$ cat src/rtl/msi_irq_ctrl.sv
// msi_irq_ctrl: latches MSI pulses into pending bits and presents the lowest enabled
// pending line to the core over a req/ack handshake. Define MSI_IRQ_OVF_EN for merge flags.
module msi_irq_ctrl #(
   parameter int IRQ_NUM_POW = 4,
   localparam int IRQ_NUM = 2**IRQ_NUM_POW,
   parameter logic [IRQ_NUM-1:0] IRQ_MASK_DEFAULT = '0
) (
   input  logic                   clk_i,
   input  logic                   rst_ni,
   input  logic                   msi_req_i,
   input  logic [IRQ_NUM_POW-1:0] msi_code_bi,
   input  logic                   mask_we_i,
   input  logic [IRQ_NUM-1:0]     mask_wdata_bi,
   output logic [IRQ_NUM-1:0]     mask_bo,
   output logic [IRQ_NUM-1:0]     pending_bo,
   output logic                   irq_req_o,
   output logic [IRQ_NUM_POW-1:0] irq_code_bo,
   input  logic                   irq_ack_i
`ifdef MSI_IRQ_OVF_EN
   ,
   input  logic                   ovf_clr_i,
   output logic [IRQ_NUM-1:0]     ovf_bo
`endif
);

   typedef enum logic [1:0] {IDLE, REQ, GAP} state_t;

   state_t                 state_q, state_d;
   logic [IRQ_NUM-1:0]     pending_q, pending_d, mask_q;
   logic [IRQ_NUM-1:0]     set_vec, clr_vec, active;
   logic                   irq_req_q, irq_req_d;
   logic [IRQ_NUM_POW-1:0] irq_code_q, irq_code_d;

   // Scanning downwards leaves the lowest set index as the final assignment.
   function automatic logic [IRQ_NUM_POW-1:0] lowest_set(input logic [IRQ_NUM-1:0] v);
      lowest_set = '0;
      for (int i = IRQ_NUM-1; i >= 0; i--) begin
         if (v[i]) lowest_set = IRQ_NUM_POW'(i);
      end
   endfunction

   always_comb begin
      set_vec = '0;
      if (msi_req_i) set_vec[msi_code_bi] = 1'b1;
   end

   assign active = pending_q & mask_q;

   always_comb begin
      state_d    = state_q;
      irq_req_d  = irq_req_q;
      irq_code_d = irq_code_q;
      clr_vec    = '0;
      unique case (state_q)
         IDLE: begin
            if (active != '0) begin
               irq_code_d = lowest_set(active);
               irq_req_d  = 1'b1;
               state_d    = REQ;
            end
         end
         REQ: begin
            if (irq_ack_i) begin
               clr_vec[irq_code_q] = 1'b1;
               irq_req_d           = 1'b0;
               state_d             = GAP;
            end
         end
         GAP:     state_d = IDLE;
         default: state_d = IDLE;
      endcase
   end

   // Set is applied after clear so a new MSI to the line being acked stays pending.
   assign pending_d = (pending_q & ~clr_vec) | set_vec;

   always_ff @(posedge clk_i or negedge rst_ni) begin
      if (!rst_ni) begin
         state_q    <= IDLE;
         irq_req_q  <= 1'b0;
         irq_code_q <= '0;
         pending_q  <= '0;
      end else begin
         state_q    <= state_d;
         irq_req_q  <= irq_req_d;
         irq_code_q <= irq_code_d;
         pending_q  <= pending_d;
      end
   end

   always_ff @(posedge clk_i or negedge rst_ni) begin
      if (!rst_ni)        mask_q <= IRQ_MASK_DEFAULT;
      else if (mask_we_i) mask_q <= mask_wdata_bi;
   end

`ifdef MSI_IRQ_OVF_EN
   logic [IRQ_NUM-1:0] ovf_q;

   always_ff @(posedge clk_i or negedge rst_ni) begin
      if (!rst_ni) ovf_q <= '0;
      else         ovf_q <= (ovf_clr_i ? '0 : ovf_q) | (set_vec & pending_q);
   end

   assign ovf_bo = ovf_q;
`endif

   assign mask_bo     = mask_q;
   assign pending_bo  = pending_q;
   assign irq_req_o   = irq_req_q;
   assign irq_code_bo = irq_code_q;

endmodule
$ cat config.mk
export PLATFORM = sky130hd
export DESIGN_NAME = msi_irq_ctrl
export DESIGN_NICKNAME = d
export VERILOG_FILES = /design/src/rtl/msi_irq_ctrl.sv
export SDC_FILE = /design/constraint.sdc
export NUM_CORES = 1
export LEC_CHECK = 0
export BUFFER_PORTS_ARGS = -buffer_cell sky130_fd_sc_hd__buf_2
export CELL_PAD_IN_SITES_DETAIL_PLACEMENT = 1
export CELL_PAD_IN_SITES_GLOBAL_PLACEMENT = 1
export CORE_UTILIZATION = 36
export CTS_BUF_LIST = sky130_fd_sc_hd__clkbuf_8
export DETAILED_ROUTE_END_ITERATION = 12
export PLACE_DENSITY = 0.84
export SLEW_MARGIN = 20
export SYNTH_ARGS = -nofsm -noshare
export SYNTH_HDL_FRONTEND = slang
export SYNTH_SLANG_ARGS = --single-unit
export TNS_END_PERCENT = 20
$ cat constraint.sdc
create_clock -name clk_i -period 1.55 [get_ports clk_i]
set_input_delay 0.31 -clock clk_i [delete_from_list [all_inputs] [get_ports clk_i]]
set_output_delay 0.31 -clock clk_i [all_outputs]
set_load 0.05 [all_outputs]
==> reports/metrics.yaml, run 1 <==
synth-edff-count: 0
grt_antenna_before_repair: 0
grt_pass1_vias: 1631
drc: 0
synth_seq_cells: 39
clockRootBuffer: "clkbuf_8"
skew_ns: 0.00769
fin_crit_sh_pct: 102
grt_max_degree: 26
synth_xor_area_share_pct: 0
fin_ws_ns: -0.0357
cap_violations: 0
cts_buffers: 5
status: "complete, but fails checks"
synthArstFlopShare_pct: 100
nFillCells: 552
die_w_um: 73.1
synth_most_common_cell: "dfrtp_1"
grt_overflow: 0
num_io_pins: 62
rows: 25
wl_per_cell_um: 18.4
cts_tree: "done"
synthTopCellsByArea: "dfrtp_1 (54%), mux2_2 (9.9%), o21ai_0 (5.2%)"
finalPower_mw: 5.33
synth_top_family_by_area: "compound AO/OA/AOI/OAI gates"
synthAdderAreaFrac_pct: 0
vias: 1590
io_buffers: 61
syn_area_um2: 1820
drt_pass1_iterations: 4
track_usage_pct: 22.5
violations: "negative setup slack"
yosys_warnings: 0
ant_nets: 0
insertion_delay_ns: 0.29
cp_max_fo: 4
synth.area.mux_share_pct: 10.7
clk_pin_slew_ns: 0.08
nNetsFinal: 260
worstPathRequired_ns: 1.73
path_cells: "a22oi_2, nand4_2, o21ai_4, mux2_4"
drt_iter0_markers: 92
fin_crit_ns: 1.59
ys.flop_type: "dfrtp_1"
dp_hpwl_um: 4180
hold_class: "input port to flip-flop"
htree_num_levels: 2
via_per_inst: 5.25
synth-seq-area-share_pct: 53.7
start_util_pct: 38.0
synth_area_leader_cell: "dfrtp_1"
synth_top_area_share_pct: 53.7
clkSinkCount: 39
drv_slew: 0
synthToLayoutAreaGrowth_pct: 36.5
core_um2: 4790
cp-end-kind: "flip-flop"
critPathLaunchType: "flip-flop"
worstMarginPinSlew_ns: 0.368
leakagePower_nw: 1.06
synth-simple-area-share_pct: 12.6
netlist-cell-type-count: 36
hold_viol: 0
relSlewSlack_pct: 75.3
place_ws_ns: 0.00215
crit_path_top_delay_cell: "dfrtp_2"
syn-num-nets: 183
fmaxAchievable_ghz: 0.631
synth_compound_area_share_pct: 21.9
synthCells: 158
dieArea_um2: 5340
finalWirelength_um: 5590
rsz0062_at_grt: "true"
syn_area_per_cell_um2: 11.5
drive_gt1_share_pct: 65.3
diodes: 0
die_h_um: 73.1
worst_hold_slack_ns: 0.217
clockBufferDepth: 2
path_class: "flip-flop to flip-flop"
report.final.setup_viol: 1
power-per-cell-area_nw_per_um2: 2150
grt_pass1_wl_um: 8720
irDropWorstVdd_mv: 0.623
critical_path.max_stage_delay_ns: 0.44
place_congestion: 0.867
critPathArrivalTime_ns: 1.77
yosys-top-cells-count: "dfrtp_1 (39), o21ai_0 (19), mux2_2 (16), o21ai_1 (16), nand2_1 (15)"
-- layer usage --
layer / global-route usage (%) / up-vias / part of all wire (%)
li1: - / 741 / -
met1: 27.6 / 791 / 43
met2: 37.8 / 48 / 51
met3: 4.83 / 10 / 3.7
met4: 10.2 / 0 / 2.0
met5: 0 / - / 0
-- per-stage QoR --
step	utilization [%]	std cells	setup TNS (ns)	area (um^2)
6_report	51.8	303	-0.0357	2480
5_1_grt	51.8	303	-0.469	2480
4_1_cts	50.7	302	-0.00371	2430
3_5_place_dp	48.8	293	0	2330
3_3_place_gp	48.8	293	0	2330
2_1_floorplan	-	158	-0.0519	1870
-- path summary, 6_finish.rpt --
check / slack [ns] / from / depth (start not counted) / to
setup reg to reg: -0.04 / pending_bo[5] / 4 / irq_code_bo[1]
hold / removal: 0.22 / irq_ack_i / 2 / state_q[0]
hold reg to reg: 0.48 / irq_req_o / 2 / irq_req_o
max in group asynchronous: 0.63 / rst_ni / 3 / pending_bo[15]
setup / recovery: -0.04 / pending_bo[5] / 4 / irq_code_bo[1]
min in group asynchronous: 0.46 / rst_ni / 2 / mask_bo[14]
-- flip-flops by register name, summed over array words and instances, names as in the netlist --
register,count
irq_code_bo,4
mask_bo,16
state_q,2
irq_req_o,1
pending_bo,16
-- report_power, final --
group	switching (mW)	total (mW)	internal, mW
Clock	0.350	0.657	0.308
Sequential	0.449	1.84	1.39
Combinational	1.95	2.83	0.883
-- area by class of cell --
cell class | count | area [um^2] | share of cell area [%]
tap | 67 | 83.8 | 3.38
multi-input combinational | 114 | 878 | 35.4
sequential | 39 | 1020 | 40.9
clock buffer | 5 | 68.8 | 2.77
timing repair buffer | 72 | 407 | 16.4
inverter | 3 | 11.3 | 0.454
clock inverter | 3 | 16.3 | 0.656
-- cell usage in the layout (no fill, tap or decap), drive strengths merged, types with 2 or more instances in the layout --
cell type / synthesis / layout
buf: 1 / 71
dfrtp: 39 / 39
o21ai: 36 / 36
mux2: 17 / 17
nand2: 15 / 15
a22oi: 10 / 10
clkbuf: 1 / 5
nand2b: 5 / 5
nand3: 5 / 5
inv: 3 / 4
or2: 3 / 3
nand3b: 2 / 2
or3: 2 / 2
and2: 2 / 2
a32o: 2 / 2
nand4: 2 / 2
a21boi: 2 / 2
-- logic make-up after synthesis --
| kind of cell | after synthesis |
|---|---|
| DFF | 39 |
| buffers and inverters | 5 |
| AOI/OAI and AO/OA | 58 |
| muxes | 17 |
| and+or+nand+nor | 39 |
-- critical path, delay by kind of cell, from the launching register on --
kind | cells | cell delay [ns]
AND/OR/NAND/NOR | 1 | 0.20
AO/OA/AOI/OAI | 2 | 0.52
multiplexers | 1 | 0.31
flip-flops | 1 | 0.44
-- what timing repair did --
action / 4_1_cts / 5_1_grt
setup buffers: 0 / 1
resized for setup: 1 / 14
pin swaps: 1 / 5
hold buffers: 1 / 0
endpoints found under the hold margin: 14 / 0
endpoints found under the setup margin: 4 / 16
Power figures use the tool's default switching activity.
==> run 2: changes to the inputs <==
--- a/config.mk
+++ b/config.mk
@@ -5,13 +5,14 @@
 export SDC_FILE = /design/constraint.sdc
 export NUM_CORES = 1
 export LEC_CHECK = 0
+export ABC_AREA = 1
 export BUFFER_PORTS_ARGS = -buffer_cell sky130_fd_sc_hd__buf_2
 export CELL_PAD_IN_SITES_DETAIL_PLACEMENT = 1
 export CELL_PAD_IN_SITES_GLOBAL_PLACEMENT = 1
-export CORE_UTILIZATION = 36
+export CORE_UTILIZATION = 34
 export CTS_BUF_LIST = sky130_fd_sc_hd__clkbuf_8
 export DETAILED_ROUTE_END_ITERATION = 12
-export PLACE_DENSITY = 0.84
+export PLACE_DENSITY = 0.83
 export SLEW_MARGIN = 20
 export SYNTH_ARGS = -nofsm -noshare
 export SYNTH_HDL_FRONTEND = slang
==> run 2 against run 1 <==
Largest cell class unchanged. The run still ends with negative setup slack left. Clock skew about the same. Cell area up 3.3%. Critical path type unchanged. First-iteration DRC count down 29%. Critical path depth up 7. Highest routed layer unchanged. Total power up 1.8%. Setup slack worse by 0.020 ns. Combinational power up 5%. Die area up 7.1%. Sequential power down 9%. Register-to-register slack worse by 0.02 ns. Count of clock-buffer cells in the layout up 2. Sequential share of layout area down 2.2 points.
==> reports/metrics.yaml, run 2 <==
status: "complete, but fails checks"
violations: "negative setup slack"
worstMarginPinSlew_ns: 0.408  # +0.0398 ns
irDropWorstVdd_mv: 1.02  # +63%
p_int_mw: 2.61  # +1.3%
cp-end-kind: "flip-flop"
tns_ns: -0.0831  # -0.0473 ns
synthCells: 202  # +28%
multi_input_area_um2: 812  # -7.5%
cts_buffers: 5  # unchanged
crit_path_frequent_cell: "buf_4"
crit_path_top_delay_cell: "dfrtp_1"
hold_class: "input port to flip-flop"
synth_seq_cells: 39  # unchanged
nFillCells: 629  # +14%
io_buffers: 61  # unchanged
synth_top_area_share_pct: 53.0  # -0.73 points
synth_xor_area_share_pct: 0  # unchanged
die_h_um: 75.6  # +3.5%
place_congestion: 0.821  # -5.4%
synthAdderAreaFrac_pct: 0  # unchanged
switching_power_mw: 2.81  # +2.3%
drc: 0  # unchanged
htree_num_levels: 2  # unchanged
combPwrFrac_pct: 54.8  # +1.7 points
start_util_pct: 35.6  # -2.4 points
via_per_inst: 5.01  # -4.6%
syn-num-nets: 227  # +24%
clockPowerShare_pct: 14.2  # +1.9 points
drt_iter0_markers: 65  # -29%
skew_ns: 0.00744  # -0.000246 ns
critPathLaunchType: "flip-flop"
drv_slew: 0  # unchanged
fin_crit_sh_pct: 104  # +1.3 points
synth_compound_area_share_pct: 11.5  # -10 points
syn_area_per_cell_um2: 9.12  # -21%
synth_top_family_by_area: "simple AND/OR/NAND/NOR gates"
relSlewSlack_pct: 72.8  # -2.5 points
final_cell_mix: "buf_2 (61), nand2_1 (42), o21ai_0 (33), dfrtp_1 (25), buf_4 (21)"
dieArea_um2: 5720  # +7.1%
synthArstFlopShare_pct: 100  # unchanged
synth.area.mux_share_pct: 9.78  # -0.96 points
drt_pass1_iterations: 4  # unchanged
layout_commonest_cell: "buf_2"
rsz0062_at_grt: "true"
grt_pass1_wl_um: 9230  # +5.8%
report.final.setup_viol: 2  # +1
vias: 1812  # +14%
synthTopCellsByArea: "dfrtp_1 (53%), nand2_1 (10%), mux2_2 (9.8%)"
worst_hold_slack_ns: 0.210  # -0.00725 ns
yosys_warnings: 0  # unchanged
synth-simple-area-share_pct: 21.1  # +8.5 points
hold_viol: 0  # unchanged
clkSinkCount: 39  # unchanged
nNetsFinal: 316  # +22%
insertion_delay_ns: 0.30  # about the same
synthToLayoutAreaGrowth_pct: 39.0
power-per-cell-area_nw_per_um2: 2120  # -1.5%
clockRootBuffer: "clkbuf_8"
syn_area_um2: 1840  # +1.4%
track_usage_pct: 22.6  # +0.10 points
p_sw_share_pct: 51.8  # +0.24 points
netlist-cell-type-count: 20  # -44%
synth-seq-area-share_pct: 53.0  # -0.73 points
cp_max_fo: 2  # -2
grt_antenna_before_repair: 0  # unchanged
ys.flop_type: "dfrtp_1"
wl_per_cell_um: 16.5  # -11%
seqCellArea_um2: 993  # -2.2%
grt_max_degree: 26  # unchanged
clk_pin_slew_ns: 0.08  # about the same
p_seq_share_pct: 31.0  # -3.5 points
grt_overflow: 0  # unchanged
synth_area_leader_cell: "dfrtp_1"
path_cells: "nand2_2, nand2_2, nor2_2, buf_4, buf_4, buf_4, buf_4, buf_4, o31ai_1, nand3_1, o21ai_2"
synth_most_common_cell: "nand2_1"
regToRegSetupSlack_ns: -0.06  # -0.02 ns
fin_crit_ns: 1.61  # +0.0195 ns
worstPathRequired_ns: 1.73  # about the same
fmaxAchievable_ghz: 0.623  # -1.2%
critPathArrivalTime_ns: 1.79  # +0.02 ns
leakagePower_nw: 1.25  # +18%
path_class: "flip-flop to flip-flop"
clockBufferDepth: 2  # unchanged
grt_pass1_vias: 1873  # +15%
dp_hpwl_um: 4190  # +0.22%
fin_ws_ns: -0.0552  # -0.0195 ns
rows: 26  # +4.0%
die_w_um: 75.6  # +3.5%
yosys-top-cells-count: "nand2_1 (50), dfrtp_1 (39), o21ai_0 (33), inv_1 (18), mux2_2 (16)"
critical_path.max_stage_delay_ns: 0.41  # -0.03 ns
synth-edff-count: 0  # unchanged
diodes: 0  # unchanged
num_io_pins: 62  # unchanged
drive_gt1_share_pct: 51.0  # -14 points
finalWirelength_um: 5970  # +6.8%
cap_violations: 0  # unchanged
cts_tree: "done"
ant_nets: 0  # unchanged
core_um2: 5170  # +8.1%
-- run 2: final timing paths --
check | from | to | cells after the start
worst max-delay path | pending_bo[4] | irq_code_bo[2] | 11
worst min-delay path | irq_ack_i | state_q[0] | 2
worst max register to register | pending_bo[4] | irq_code_bo[2] | 11
worst min register to register | irq_req_o | irq_req_o | 2
max in group asynchronous | rst_ni | mask_bo[12] | 3
min in group asynchronous | rst_ni | mask_bo[4] | 2
-- run 2: layer usage --
layer	part of all wire, %	track usage, %	vias to the layer above
met5	0	0	-
met4	1.2	6.79	0
met3	5.6	5.03	7
met2	53	41.4	61
met1	41	26.3	905
li1	-	-	839
-- run 2: layout make-up --
type	count	area share [%]
Tap cell	70	3.42
Clock inverter	1	0.146
Sequential cell	39	38.8
Timing Repair Buffer	84	19.2
Clock buffer	7	3.76
Inverter	20	2.98
Multi-Input combinational cell	141	31.7
-- run 2: power by group through the flow --
stage | clock (mW) | combinational [mW] | sequential, mW
2_1_floorplan | 0 | 0.840 | 2.68
3_3_place_gp | 0 | 2.53 | 1.67
3_5_place_dp | 0 | 2.59 | 1.68
4_1_cts | 0.774 | 2.91 | 1.65
5_1_grt | 0.813 | 3.18 | 1.72
6_report | 0.772 | 2.97 | 1.68
-- run 2: worst max-delay path, delay by kind of cell, from the launching register on --
| kind | cells | cell delay [ns] |
|---|---|---|
| AO/OA/AOI/OAI | 2 | 0.13 |
| buffers and inverters | 5 | 0.50 |
| flip-flops | 1 | 0.41 |
| AND/OR/NAND/NOR | 4 | 0.44 |
-- run 2: cell families after synthesis --
family	Yosys count
compound gates	40
buf+inv	22
flops	39
mux	16
simple gates	85
-- run 2: what timing repair did --
item,CTS,global route
pin swaps,6,7
hold endpoints to repair,14,0
buffers inserted,19,0
hold buffers,1,0
endpoints found under the setup margin,1,6
resized for setup,7,5
-- run 2: through the flow --
stage / setup slack [ns] / instances / utilization, % / instance area [um^2] / power, mW
3_5_place_dp: 0.0555 / 334 / 44.0 / 2280 / 4.27
3_3_place_gp: 0.119 / 334 / 44.0 / 2280 / 4.20
4_1_cts: 0.00595 / 362 / 49.3 / 2550 / 5.33
6_report: -0.0552 / 362 / 49.5 / 2560 / 5.42
2_1_floorplan: 0.00192 / 202 / - / 1860 / 3.52
5_1_grt: -0.179 / 362 / 49.5 / 2560 / 5.71
==> run 3: changes to the inputs <==
--- a/config.mk
+++ b/config.mk
@@ -5,14 +5,15 @@
 export SDC_FILE = /design/constraint.sdc
 export NUM_CORES = 1
 export LEC_CHECK = 0
-export ABC_AREA = 1
+export ABC_AREA = 0
 export BUFFER_PORTS_ARGS = -buffer_cell sky130_fd_sc_hd__buf_2
 export CELL_PAD_IN_SITES_DETAIL_PLACEMENT = 1
 export CELL_PAD_IN_SITES_GLOBAL_PLACEMENT = 1
-export CORE_UTILIZATION = 34
+export CORE_UTILIZATION = 36
 export CTS_BUF_LIST = sky130_fd_sc_hd__clkbuf_8
 export DETAILED_ROUTE_END_ITERATION = 12
-export PLACE_DENSITY = 0.83
+export PLACE_DENSITY = 0.84
+export REMOVE_ABC_BUFFERS = 1
 export SLEW_MARGIN = 20
 export SYNTH_ARGS = -nofsm -noshare
 export SYNTH_HDL_FRONTEND = slang
==> run 3 against run 2 <==
The run still ends with negative setup slack left. Critical endpoint is now irq_code_bo[1]. Clock power down 15%. Combinational power about the same. First-iteration DRC count up 49%. Total power down 1.1%. Cell area down 2.0%. Critical path depth down 7. Core utilization up 2.9 points. Clock skew about the same. Global-route usage up 1.5 points.
==> reports/metrics.yaml, run 3 (same netlist as run 1, synthesis figures left out) <==
finalWirelength_um: 6050  # +1.4%
clkSinkCount: 39  # unchanged
final_cell_mix: "buf_2 (61), dfrtp_1 (38), buf_4 (26), o21ai_1 (20), mux2_2 (16)"
report.final.setup_viol: 4  # +2
cp_max_fo: 5  # +3
worstMarginPinSlew_ns: 0.471  # +0.0629 ns
core_um2: 4790  # -7.5%
rsz0062_at_grt: "true"
dieArea_um2: 5340  # -6.7%
vias: 1717  # -5.2%
skew_ns: 0.00782  # +0.000382 ns
hold_viol: 0  # unchanged
drt-met1-wl_um: 2560  # +5.5%
critPathBufInv: 0  # -5
route.met2.wl_um: 3020  # -3.8%
grt_max_degree: 23  # -12%
irDropWorstVdd_mv: 0.949  # -6.8%
diodes: 0  # unchanged
cp-end-kind: "flip-flop"
path_cells: "a22oi_4, nand4_2, o21ai_4, mux2_4"
critical_path.max_stage_delay_ns: 0.46  # +0.05 ns
top_layer: "met4"
critPathLaunchType: "flip-flop"
worstPathRequired_ns: 1.74  # about the same
drv_slew: 0  # unchanged
rr_endpoint: "irq_code_bo[1]"
io_buffers: 61  # unchanged
crit_path_top_delay_cell: "dfrtp_1"
clk_pin_slew_ns: 0.08  # about the same
grt_pass1_wl_um: 9270  # +0.44%
track_usage_pct: 24.1  # +1.5 points
place_congestion: 0.881  # +7.4%
violations: "negative setup slack"
reg2regPathDepth: 4  # -7
grt_overflow: 0  # unchanged
r2r-start: "pending_bo[7]"
hold_class: "input port to flip-flop"
die_h_um: 73.1  # -3.4%
dp_hpwl_um: 4530  # +8.3%
fin_ws_ns: -0.0416  # +0.0136 ns
placed_area_um2: 2380  # +4.6%
path_class: "flip-flop to flip-flop"
finalPower_mw: 5.36  # -1.1%
drc: 0  # unchanged
via_per_inst: 5.37  # +7.2%
grt_antenna_before_repair: 0  # unchanged
cts_buffers: 5  # unchanged
drive_gt1_share_pct: 50.2  # -0.83 points
clockRootBuffer: "clkbuf_8"
htree_num_levels: 2  # unchanged
insertion_delay_ns: 0.30  # about the same
drt_pass1_iterations: 4  # unchanged
relSlewSlack_pct: 68.6  # -4.2 points
whs_endpoint: "state_q[0]"
fmaxAchievable_ghz: 0.628  # +0.86%
min-delay-start: "irq_ack_i"
fin_crit_sh_pct: 103  # -0.88 points
leakagePower_nw: 1.16  # -7.1%
nNetsFinal: 277  # -12%
num_io_pins: 62  # unchanged
tns_ns: -0.0709  # +0.0122 ns
design_area_um2: 2510  # -2.0%
clockBufferDepth: 2  # unchanged
cp_top_family: "compound AO/OA/AOI/OAI gates"
synthToLayoutAreaGrowth_pct: 38.1
critPathArrivalTime_ns: 1.78  # about the same
regToRegSetupSlack_ns: -0.04  # about the same
fin_crit_ns: 1.59  # -0.0136 ns
power-per-cell-area_nw_per_um2: 2130  # +0.89%
whs_path_depth: 2  # unchanged
die_w_um: 73.1  # -3.4%
rows: 25  # -3.8%
cts_tree: "done"
layout_commonest_cell: "buf_2"
status: "complete, but fails checks"
wl_per_cell_um: 18.9  # +15%
start_util_pct: 38.0  # +2.4 points
drt_iter0_markers: 97  # +49%
wl_met3_um: 288  # -14%
cap_violations: 0  # unchanged
ant_nets: 0  # unchanged
grt_pass1_vias: 1716  # -8.4%
post-route-util_pct: 52.5  # +2.9 points
## run 3: cell type report
class	count	area, um^2
multi-input combinational	114	827
fill	564	2270
inverter	3	11.3
clock buffer	5	68.8
sequential	39	977
timing repair buffer	89	531
tap	67	83.8
clock inverter	3	12.5
## run 3: worst max-delay path by stage
stage,from,endpoint,depth (start not counted)
after floorplan,mask_bo[3],irq_code_bo[1],4
after global placement,pending_bo[7],irq_code_bo[1],4
after detailed placement,pending_bo[15],irq_code_bo[1],4
after CTS,pending_bo[15],irq_code_bo[1],4
after global routing,mask_bo[9],irq_code_bo[0],6
final,pending_bo[7],irq_code_bo[1],4
## run 3: layer usage
metal / up-vias / global-route usage [%]
met5: - / 0
met2: 61 / 39.7
li1: 776 / -
met1: 864 / 30.5
met3: 16 / 5.52
met4: 0 / 9.80
## run 3: timing repair
item	in CTS	in global routing
setup endpoints to repair	1	10
hold buffers	1	0
endpoints found under the hold margin	17	0
resized for setup	1	5
pin swaps	3	3
setup buffers	2	2
## run 3: through the flow
stage | hold WS (ns) | worst slack (ns) | cells
detailed placement | 0.280 | -0.00939 | 307
floorplan | 0.0144 | -0.162 | 156
global placement | 0.277 | 0.0243 | 307
CTS | 0.210 | -0.00200 | 318
finish | 0.210 | -0.0416 | 320
global route | 0.210 | -0.105 | 320
## run 3: power by group
group / leakage, nW / total [mW] / internal [mW] / switching [mW]
clock: 0.0505 / 0.660 / 0.303 / 0.357
combinational: 0.662 / 2.98 / 0.970 / 2.01
sequential: 0.446 / 1.72 / 1.34 / 0.376
total: 1.16 / 5.36 / 2.62 / 2.74
